**config.mk**
```make
export PLATFORM = sky130hd
export DESIGN_NAME = branch_redirect_unit_flat
export DESIGN_NICKNAME = d
export VERILOG_FILES = /design/src/rtl/branch_pkg.sv /design/src/rtl/branch_redirect_unit_if.sv /design/src/rtl/sat_counter.sv /design/src/rtl/branch_redirect_unit.sv /design/src/flat_wrapper.sv
export SDC_FILE = /design/constraint.sdc
export NUM_CORES = 1
export LEC_CHECK = 0
export CORE_MARGIN = 1.5
export CORE_UTILIZATION = 54
export CTS_CLUSTER_DIAMETER = 40
export DETAILED_ROUTE_END_ITERATION = 12
export PLACE_DENSITY_LB_ADDON = 0.3
export SLEW_MARGIN = 10
export SYNTH_ARGS = -nofsm -noshare
export SYNTH_HDL_FRONTEND = slang
export SYNTH_SLANG_ARGS = --single-unit
```
**constraint.sdc**
```tcl
create_clock -name clk -period 6.7 [get_ports clk]
set_clock_uncertainty 0.15 [all_clocks]
set_input_delay 1.34 -clock clk [delete_from_list [all_inputs] [get_ports clk]]
set_output_delay 1.34 -clock clk [all_outputs]
set_load 0.01 [all_outputs]
```
**src/rtl/branch_pkg.sv**
```systemverilog
// Shared branch definitions: opcode constants, FSM state type and branch decode.
package branch_pkg;

    localparam logic [5:0] OP_BEQ = 6'h08;
    localparam logic [5:0] OP_BNE = 6'h09;
    localparam logic [5:0] OP_BGE = 6'h0A;
    localparam logic [5:0] OP_BGT = 6'h0B;
    localparam logic [5:0] OP_BLE = 6'h0C;
    localparam logic [5:0] OP_BLT = 6'h0D;

    typedef enum logic [1:0] {
        StIdle,
        StWaitCmp,
        StRedirect,
        StFlush
    } br_state_t;

    // Branch opcodes occupy one contiguous range.
    function automatic logic is_branch(input logic [5:0] opcode);
        return (opcode >= OP_BEQ) && (opcode <= OP_BLT);
    endfunction

endpackage

```
**src/rtl/branch_redirect_unit_if.sv**
```systemverilog
// Bus between decode/compare/fetch and the branch redirect unit.
interface branch_redirect_unit_if #(
    parameter int unsigned CNT_W = 16
);
    logic             br_valid;
    logic             br_ready;
    logic [31:0]      ir;
    logic [31:0]      pc;
    logic             branch_yes;
    logic             redirect_valid;
    logic [31:0]      redirect_pc;
    logic             redirect_ready;
    logic             flush;
    logic             stall;
    logic [CNT_W-1:0] br_count;
    logic [CNT_W-1:0] taken_count;

    // Environment side: decode, comparator and fetch.
    modport master (
        output br_valid, ir, pc, branch_yes, redirect_ready,
        input  br_ready, redirect_valid, redirect_pc, flush, stall, br_count, taken_count
    );

    // Unit side.
    modport slave (
        input  br_valid, ir, pc, branch_yes, redirect_ready,
        output br_ready, redirect_valid, redirect_pc, flush, stall, br_count, taken_count
    );

endinterface

```
**src/rtl/sat_counter.sv**
```systemverilog
// Up-counter that sticks at all-ones instead of wrapping.
module sat_counter #(
    parameter int unsigned W = 16
) (
    input  logic         clk,
    input  logic         rst_n,
    input  logic         inc,
    output logic [W-1:0] q
);

    logic [W-1:0] r_q;

    // Count up on inc, hold once saturated.
    always_ff @(posedge clk or negedge rst_n) begin
        if (!rst_n) begin
            r_q <= '0;
        end else if (inc && (r_q != '1)) begin
            r_q <= r_q + 1'b1;
        end
    end

    assign q = r_q;

endmodule

```
**src/rtl/branch_redirect_unit.sv**
```systemverilog
// Turns taken branches into a fetch redirect followed by a fixed flush window.
module branch_redirect_unit
    import branch_pkg::*;
#(
    parameter int unsigned FLUSH_CYCLES = 2,
    parameter int unsigned CNT_W        = 16
) (
    input  logic                   clk,
    input  logic                   rst_n,
    branch_redirect_unit_if.slave  bus
);

    localparam int unsigned FlushW = (FLUSH_CYCLES > 1) ? $clog2(FLUSH_CYCLES) : 1;
    localparam logic [FlushW-1:0] FlushLoad =
        FlushW'((FLUSH_CYCLES > 0) ? FLUSH_CYCLES - 1 : 0);

    br_state_t         r_state;
    br_state_t         w_state_next;
    logic [31:0]       r_target;
    logic [31:0]       r_redirect_pc;
    logic [FlushW-1:0] r_flush_cnt;

    logic              w_br_inc;
    logic              w_taken_inc;
    logic [31:0]       w_target;
    logic [CNT_W-1:0]  w_br_count;
    logic [CNT_W-1:0]  w_taken_count;
    logic              w_unused_ir;

    assign w_br_inc    = (r_state == StIdle) && bus.br_valid && is_branch(bus.ir[31:26]);
    assign w_taken_inc = (r_state == StWaitCmp) && bus.branch_yes;

    // Word offset sign-extended and scaled to bytes; wraps modulo 2^32.
    assign w_target    = bus.pc + 32'd4 + {{14{bus.ir[15]}}, bus.ir[15:0], 2'b00};
    assign w_unused_ir = ^bus.ir[25:16];

    // State register.
    always_ff @(posedge clk or negedge rst_n) begin
        if (!rst_n) begin
            r_state <= StIdle;
        end else begin
            r_state <= w_state_next;
        end
    end

    // Target, visible redirect address and flush countdown.
    always_ff @(posedge clk or negedge rst_n) begin
        if (!rst_n) begin
            r_target      <= '0;
            r_redirect_pc <= '0;
            r_flush_cnt   <= '0;
        end else begin
            if (w_br_inc) begin
                r_target <= w_target;
            end
            // Only a taken branch moves redirect_pc, so it holds across not-taken ones.
            if (w_taken_inc) begin
                r_redirect_pc <= r_target;
            end
            if ((r_state == StRedirect) && bus.redirect_ready) begin
                r_flush_cnt <= FlushLoad;
            end else if ((r_state == StFlush) && (r_flush_cnt != '0)) begin
                r_flush_cnt <= r_flush_cnt - 1'b1;
            end
        end
    end

    // Next-state logic.
    always_comb begin
        w_state_next = r_state;
        unique case (r_state)
            StIdle: begin
                if (w_br_inc) begin
                    w_state_next = StWaitCmp;
                end
            end
            StWaitCmp: begin
                w_state_next = bus.branch_yes ? StRedirect : StIdle;
            end
            StRedirect: begin
                if (bus.redirect_ready) begin
                    w_state_next = (FLUSH_CYCLES == 0) ? StIdle : StFlush;
                end
            end
            StFlush: begin
                if (r_flush_cnt == '0) begin
                    w_state_next = StIdle;
                end
            end
            default: w_state_next = StIdle;
        endcase
    end

    // Outputs decoded from registered state only.
    always_comb begin
        bus.br_ready       = (r_state == StIdle);
        bus.stall          = (r_state != StIdle);
        bus.redirect_valid = (r_state == StRedirect);
        bus.flush          = (r_state == StFlush);
        bus.redirect_pc    = r_redirect_pc;
        bus.br_count       = w_br_count;
        bus.taken_count    = w_taken_count;
    end

    sat_counter #(
        .W (CNT_W)
    ) u_br_count (
        .clk   (clk),
        .rst_n (rst_n),
        .inc   (w_br_inc),
        .q     (w_br_count)
    );

    sat_counter #(
        .W (CNT_W)
    ) u_taken_count (
        .clk   (clk),
        .rst_n (rst_n),
        .inc   (w_taken_inc),
        .q     (w_taken_count)
    );

endmodule

```
**src/flat_wrapper.sv**
```systemverilog
// flat-port wrapper written by rule: the top's interface ports become plain ports
module branch_redirect_unit_flat import branch_pkg::*;
#(
    parameter int unsigned FLUSH_CYCLES = 2,
    parameter int unsigned CNT_W        = 16
)
  (clk, rst_n, bus_br_valid, bus_ir, bus_pc, bus_branch_yes, bus_redirect_ready, bus_br_ready, bus_redirect_valid, bus_redirect_pc, bus_flush, bus_stall, bus_br_count, bus_taken_count);
  branch_redirect_unit_if #(.CNT_W(CNT_W)) bus_i ();
  input  logic clk;
  input  logic rst_n;
  input wire logic [$bits(bus_i.br_valid)-1:0] bus_br_valid;
  input wire logic [$bits(bus_i.ir)-1:0] bus_ir;
  input wire logic [$bits(bus_i.pc)-1:0] bus_pc;
  input wire logic [$bits(bus_i.branch_yes)-1:0] bus_branch_yes;
  input wire logic [$bits(bus_i.redirect_ready)-1:0] bus_redirect_ready;
  output wire logic [$bits(bus_i.br_ready)-1:0] bus_br_ready;
  output wire logic [$bits(bus_i.redirect_valid)-1:0] bus_redirect_valid;
  output wire logic [$bits(bus_i.redirect_pc)-1:0] bus_redirect_pc;
  output wire logic [$bits(bus_i.flush)-1:0] bus_flush;
  output wire logic [$bits(bus_i.stall)-1:0] bus_stall;
  output wire logic [$bits(bus_i.br_count)-1:0] bus_br_count;
  output wire logic [$bits(bus_i.taken_count)-1:0] bus_taken_count;
  assign bus_i.br_valid = bus_br_valid;
  assign bus_i.ir = bus_ir;
  assign bus_i.pc = bus_pc;
  assign bus_i.branch_yes = bus_branch_yes;
  assign bus_i.redirect_ready = bus_redirect_ready;
  assign bus_br_ready = bus_i.br_ready;
  assign bus_redirect_valid = bus_i.redirect_valid;
  assign bus_redirect_pc = bus_i.redirect_pc;
  assign bus_flush = bus_i.flush;
  assign bus_stall = bus_i.stall;
  assign bus_br_count = bus_i.br_count;
  assign bus_taken_count = bus_i.taken_count;
  branch_redirect_unit #(.FLUSH_CYCLES(FLUSH_CYCLES), .CNT_W(CNT_W)) u_core (.clk(clk), .rst_n(rst_n), .bus(bus_i));
endmodule
```
### Word-level counts from Yosys, hierarchy flattened

Index checks and enable logic that the tools add are counted.

| storage, ports and cells | value |
|---|---|
| bits in read-only memories | 0 |
| register bits | 99 |
| bits in writable memories | 0 |
| input bits | 69 |
| output and inout bits | 68 |
| memories | 0 |
| bits in latches | 0 |

| cells by class | value |
|---|---|
| divide/modulo/power cells | 0 |
| reductions and logical operators | 12 |
| add/subtract/negate cells | 5 |
| order comparisons | 2 |
| bitwise gates (word level) | 0 |
| $mul | 0 |
| shifts and indexed selects | 0 |
| multiplexer cells | 7 |
| equality and inequality tests | 8 |

Operator list:

| kind | count |
|---|---|
| $add A16 B1 Y16 const B | 2 |
| $add A32 B3 Y32 const B | 1 |
| $add A32 B32 Y32 | 1 |
| $ne A16 B16 Y1 const B | 2 |
| $logic_and A1 B1 Y1 | 8 |
| $mux W2 | 4 |
| $pmux W2 S4 | 1 |
| $ge A6 B4 Y1 const B | 1 |
| $le A6 B4 Y1 const B | 1 |
| $eq A2 B2 Y1 const B | 2 |
| $ne A2 B2 Y1 const B | 2 |
| $reduce_bool A2 Y1 | 2 |
| $reduce_and A3 Y1 | 1 |
| $eq A2 B1 Y1 const B | 1 |
| $logic_not A2 Y1 | 1 |
| $mux W1 | 2 |
| $ne A2 B1 Y1 const B | 1 |
| $sub A1 B1 Y1 const B | 1 |

### Depth between registers and ports, before layout

| depth | value |
|---|---|
| depth in word-level cells | 5 |
| gate-level depth with buffers | 15 |

### Cells and area by module

Synthesis repeated with hierarchy kept, for this count alone.

| second synthesis, totals | value |
|---|---|
| cell total of the unflattened synthesis | 647 |
| area total of the unflattened synthesis | 6115.9 um^2 |

By module, submodules not included:

| module | times used | cells each | seq. area each (um^2) | area each (um^2) |
|---|---|---|---|---|
| branch_redirect_unit | 1 | 503 | 1676.6 | 4396.7 |
| sat_counter | 2 | 72 | 400.4 | 859.6 |

### Worst setup path before layout

Ideal clock, no wire load.

| timing path | value |
|---|---|
| path kind | input to register |
| start | input bus_pc[3] |
| end | register u_core.r_target[29] |
| setup slack | 2667 ps |
| data required time | 6458 ps |
| cell stages on the path | 13 |
| data arrival time | 3791 ps |
| cell sequence | ha_1 ha_1 inv_1 fa_1 nor2b_1 o21a_1 o21ai_2 a2111oi_4 o311ai_2 a2111oi_2 o21a_2 nor3_1 o31ai_2 |

| on the way | value |
|---|---|
| cells in the longest elaborated chain, start to end | 2 |

RTL lines:

| what | line | RTL |
|---|---|---|
| start: declaration | flat_wrapper.sv:13 | `input wire logic [$bits(bus_i.pc)-1:0] bus_pc;` |
| $add A32 B3 Y32 | branch_redirect_unit.sv:34 | `assign w_target = bus.pc + 32'd4 + {{14{bus.ir[15]}}, bus.ir[15:0], 2'b00};` |
| $add A32 B32 Y32 | branch_redirect_unit.sv:34 |  |
| end signal: assignment | branch_redirect_unit.sv:54 | `r_target <= w_target;` |
| end: declaration | branch_redirect_unit.sv:19 | `logic [31:0] r_target;` |

No other way between the ends.
A chain may end at the register's enable or synchronous reset.

### Worst setup path in the final report

| timing path | value |
|---|---|
| start | input bus_ir[15] |
| end | register u_core.r_target[29] |

| on the way | value |
|---|---|
| cells in the longest elaborated chain, start to end | 1 |

RTL lines:

| what | line | RTL |
|---|---|---|
| start: declaration | flat_wrapper.sv:12 | `input wire logic [$bits(bus_i.ir)-1:0] bus_ir;` |
| $add A32 B32 Y32 | branch_redirect_unit.sv:34 |  |

No other way between the ends.

==> qor.csv <==
stage;metric;value;unit
synth;share of Yosys cell area claimed by the top area cell type;42.9;%
cells_and_area;layout cell share with drive strength beyond 1;10.1;%
synth;number of enable-type register cells in the synthesized netlist;0;
synth;ranking of synthesized cells by area;dfrtp_1 (43%), ha_1 (13%), mux2_2 (7.0%);
route;Final ANT Viol Nets;0;
die;initial core utilization;55.7;%
die;DIE AREA;11300;um^2
clock_network;maximum buffer depth of the clock tree;2;
synth;library cells used by synthesis;53;
route;post-detailed-route via-to-cell ratio;5.52;
clock_network;TritonCTS clock tree;built;
die;overall die width;106;um
place;area after detailed placement;7110;um^2
clock_network;Clock H-tree levels;3;
route;routed wire length per instance;15.0;um
synth;library cell occupying the most area in the post-synthesis netlist;dfrtp_1;
synth;Mapped Avg Cell Area;10.4;um^2
die;height of the die;106;um
power_and_ir_drop;Final Power;0.00210;W
sta;count of endpoints failing hold in the final timing report;0;
power_and_ir_drop;leakage power;3.44;nW
grt;GRT Total Usage;23.0;%
cells_and_area;Antenna Cells;0;
clock_network;clock sinks;99;
power_and_ir_drop;maximum VDD drop;0.000144;V
critical_path;capturing element type of the critical path;register;
grt;global-route wire length before repair;20500;um
sta;FMAX;0.217;GHz
place;final weighted congestion in routability-driven placement;0.870;
critical_path;required time reported for the critical path endpoint;6.82;ns
clock_network;count of cells resized by post-cts repair;0;
place;detailed placement HPWL;9250;um
grt;initial antenna violation count;0;
power_and_ir_drop;power density over the cells;286;nW/um^2
synth;post-synth net total;685;
sta;setup violation total in the final timing report;0;
route;DRC violation count after routing;0;
synth;combined area of all synthesized cells;5770;um^2
synth;Cells after Synth;556;
flow_run;max cap viols;0;
clock_network;CTS clk-pin slew, worst paths;0.10;ns
cells_and_area;post-route design area;7350;um^2
clock_network;cts hold-fix bufs;0;
clock_network;number of setup buffers added after CTS;0;
critical_path;data arrival time of the critical path;4.74;ns
sta;Final period util;68.9;%
critical_path;classification of the worst setup path;input port to register;
route;overall via count from detail_route;4532;
synth;number of warnings printed during yosys synthesis;0;
sta;final setup TNS;0;ns
grt;via count of the first global-routing pass;4444;
critical_path;largest fanout on the critical path;15;
grt;largest net degree at the start of global routing;62;
clock_network;clock tree root driver cell;clkbuf_8;
run_status;run status;finished, final reports clean;
sta;Fin Hold WS;0.334;ns
route;detailed-route wire length;12300;um
place;count of placed standard cells including taps;805;
synth;Async S/R FF share, synth;100;%
hold_path;worst hold path type;register to register;
sta;final worst path period need;4.61;ns
cells_and_area;total number of nets in the final design;809;
sta;RSZ-0062 raised after global routing;no;
critical_path;flop2flop setup slack;3.99;ns
sta;Relative slew margins;51.4;%
route;Pre-Repair DR Iteration Count;4;
synth;#FFs+latches synth;99;
cells_and_area;Final Non-Filler Cells;821;
route;number of design-rule violations left by the first detailed-router iteration;205;
sta;transition time of the tightest slew-check pin;0.729;ns
die;number of cell rows;37;
cells_and_area;relative area change from synthesis to final layout;27.4;%
die;IO Count;137;
place;count of buffers from port buffering;125;
grt;final global-route overflow total;0;
clock_network;number of buffers inserted during clock tree synthesis;9;
sta;pins over their slew limit;0;
die;core box area;10400;um^2
clock_network;worst skew pair latency;0.36;ns
critical_path;critical path startpoint category;input port;
synth;part of the Yosys area used for sequential elements;42.9;%
synth;commonest register cell after synthesis;dfrtp_1;
==> flip-flops by register name, summed over array words and instances (netlist names), named ones only <==
name and count:
u_core.r_target 32, u_core.u_taken_count.q 16, u_core.r_state 1, u_core.u_br_count.q 16, u_core.r_flush_cnt 1, u_core.bus.redirect_pc 32
==> final timing paths <==
| check | from | endpoint | cells past startpoint |
|---|---|---|---|
| worst max-delay path | bus_ir[15] | u_core.r_target[29]$_DFFE_PN0P_ | 11 |
| worst min-delay path | u_core.r_target[3]$_DFFE_PN0P_ | u_core.r_target[3]$_DFFE_PN0P_ | 2 |
| worst max register to register | u_core.r_state[0]$_DFFE_PN0P_ | u_core.u_br_count.q[6]$_DFFE_PN0P_ | 8 |
| worst min register to register | u_core.r_target[3]$_DFFE_PN0P_ | u_core.r_target[3]$_DFFE_PN0P_ | 2 |
| max in group asynchronous | rst_n | u_core.u_br_count.q[8]$_DFFE_PN0P_ | 2 |
| min in group asynchronous | rst_n | u_core.u_taken_count.q[7]$_DFFE_PN0P_ | 1 |
==> metrics by stage <==
stage | utilization (%) | setup WS (ns)
finish | 70.9 | 2.09
global route | 70.9 | 1.83
detailed placement | 68.6 | 1.72
CTS | 70.9 | 2.09
global placement | 68.6 | 1.74
floorplan | - | 2.67
==> cells by family after synthesis <==
logic type / Yosys count / share of synthesized area (%)
buffers and inverters: 33 / 3.01
AO/OA/AOI/OAI: 115 / 12.9
flip-flops: 99 / 42.9
adder cells (fa/ha/maj): 60 / 13.1
multiplexers: 36 / 7.02
AND/OR/NAND/NOR: 159 / 12.8
XOR/XNOR: 54 / 8.19
==> worst max-delay path, cell delays in order <==
cell and delay, ns:
clkdlybuf4s50_1 0.83, ha_1 0.35, ha_1 0.39, and3_2 0.24, nand3_2 0.11, a2111oi_4 0.47
o311ai_2 0.17, a2111oi_2 0.38, o21a_2 0.19, nor3_1 0.06, o31ai_2 0.20
==> cell usage in the layout, fill, tap and decap left out, types with 5 or more instances in the layout <==
cell | netlist | final
nand3_1 | 17 | 16
nand2_1 | 74 | 74
a21oi_1 | 30 | 30
nor2_1 | 25 | 25
mux2_2 | 36 | 36
inv_1 | 17 | 17
clkdlybuf4s50_1 | 0 | 124
xnor2_1 | 32 | 32
xor2_1 | 22 | 22
and3_1 | 7 | 7
a31oi_1 | 5 | 5
ha_1 | 59 | 59
nor2b_1 | 5 | 5
o21ai_0 | 38 | 38
clkbuf_8 | 2 | 9
nor3_1 | 6 | 6
nand4_1 | 11 | 11
a21o_1 | 15 | 15
dfrtp_1 | 99 | 99
==> Yosys cell counts (3+ instances only) <==
cell       n
nor2_1    25
o21ai_0   38
nor3_1     6
o21bai_1   4
and3_1     7
a21oi_1   30
buf_1      3
mux2_2    36
xor2_1    22
nand2_1   74
a21o_1    15
o31ai_1    4
nand3_1   17
xnor2_1   32
clkbuf_1   5
a31oi_1    5
nor2b_1    5
nand4_1   11
dfrtp_1   99
inv_1     17
ha_1      59
==> cell type report <==
class | count | area, um^2
Multi-Input combinational cell | 424 | 3130
Tap cell | 136 | 170
Sequential cell | 99 | 2480
Inverter | 18 | 67.6
Clock inverter | 6 | 111
Fill cell | 799 | 3020
Timing Repair Buffer | 128 | 1270
Clock buffer | 10 | 128
==> where the power goes <==
group          switching, W  leakage, nW  internal [W]
clock network      0.000208        0.117      0.000249
registers          0.000120         1.30      0.000778
logic              0.000338         2.03      0.000409
total              0.000666         3.44       0.00144
==> layer usage <==
layer / track usage [%] / wire length (um) / part of all wire (%)
met3: 3.92 / 580 / 4.7
met1: 29.6 / 5520 / 45
met4: 7.82 / 191 / 1.5
met2: 39.1 / 6040 / 49
met5: 0 / 0 / 0
Note: power is estimated with default switching activity, not from simulation.
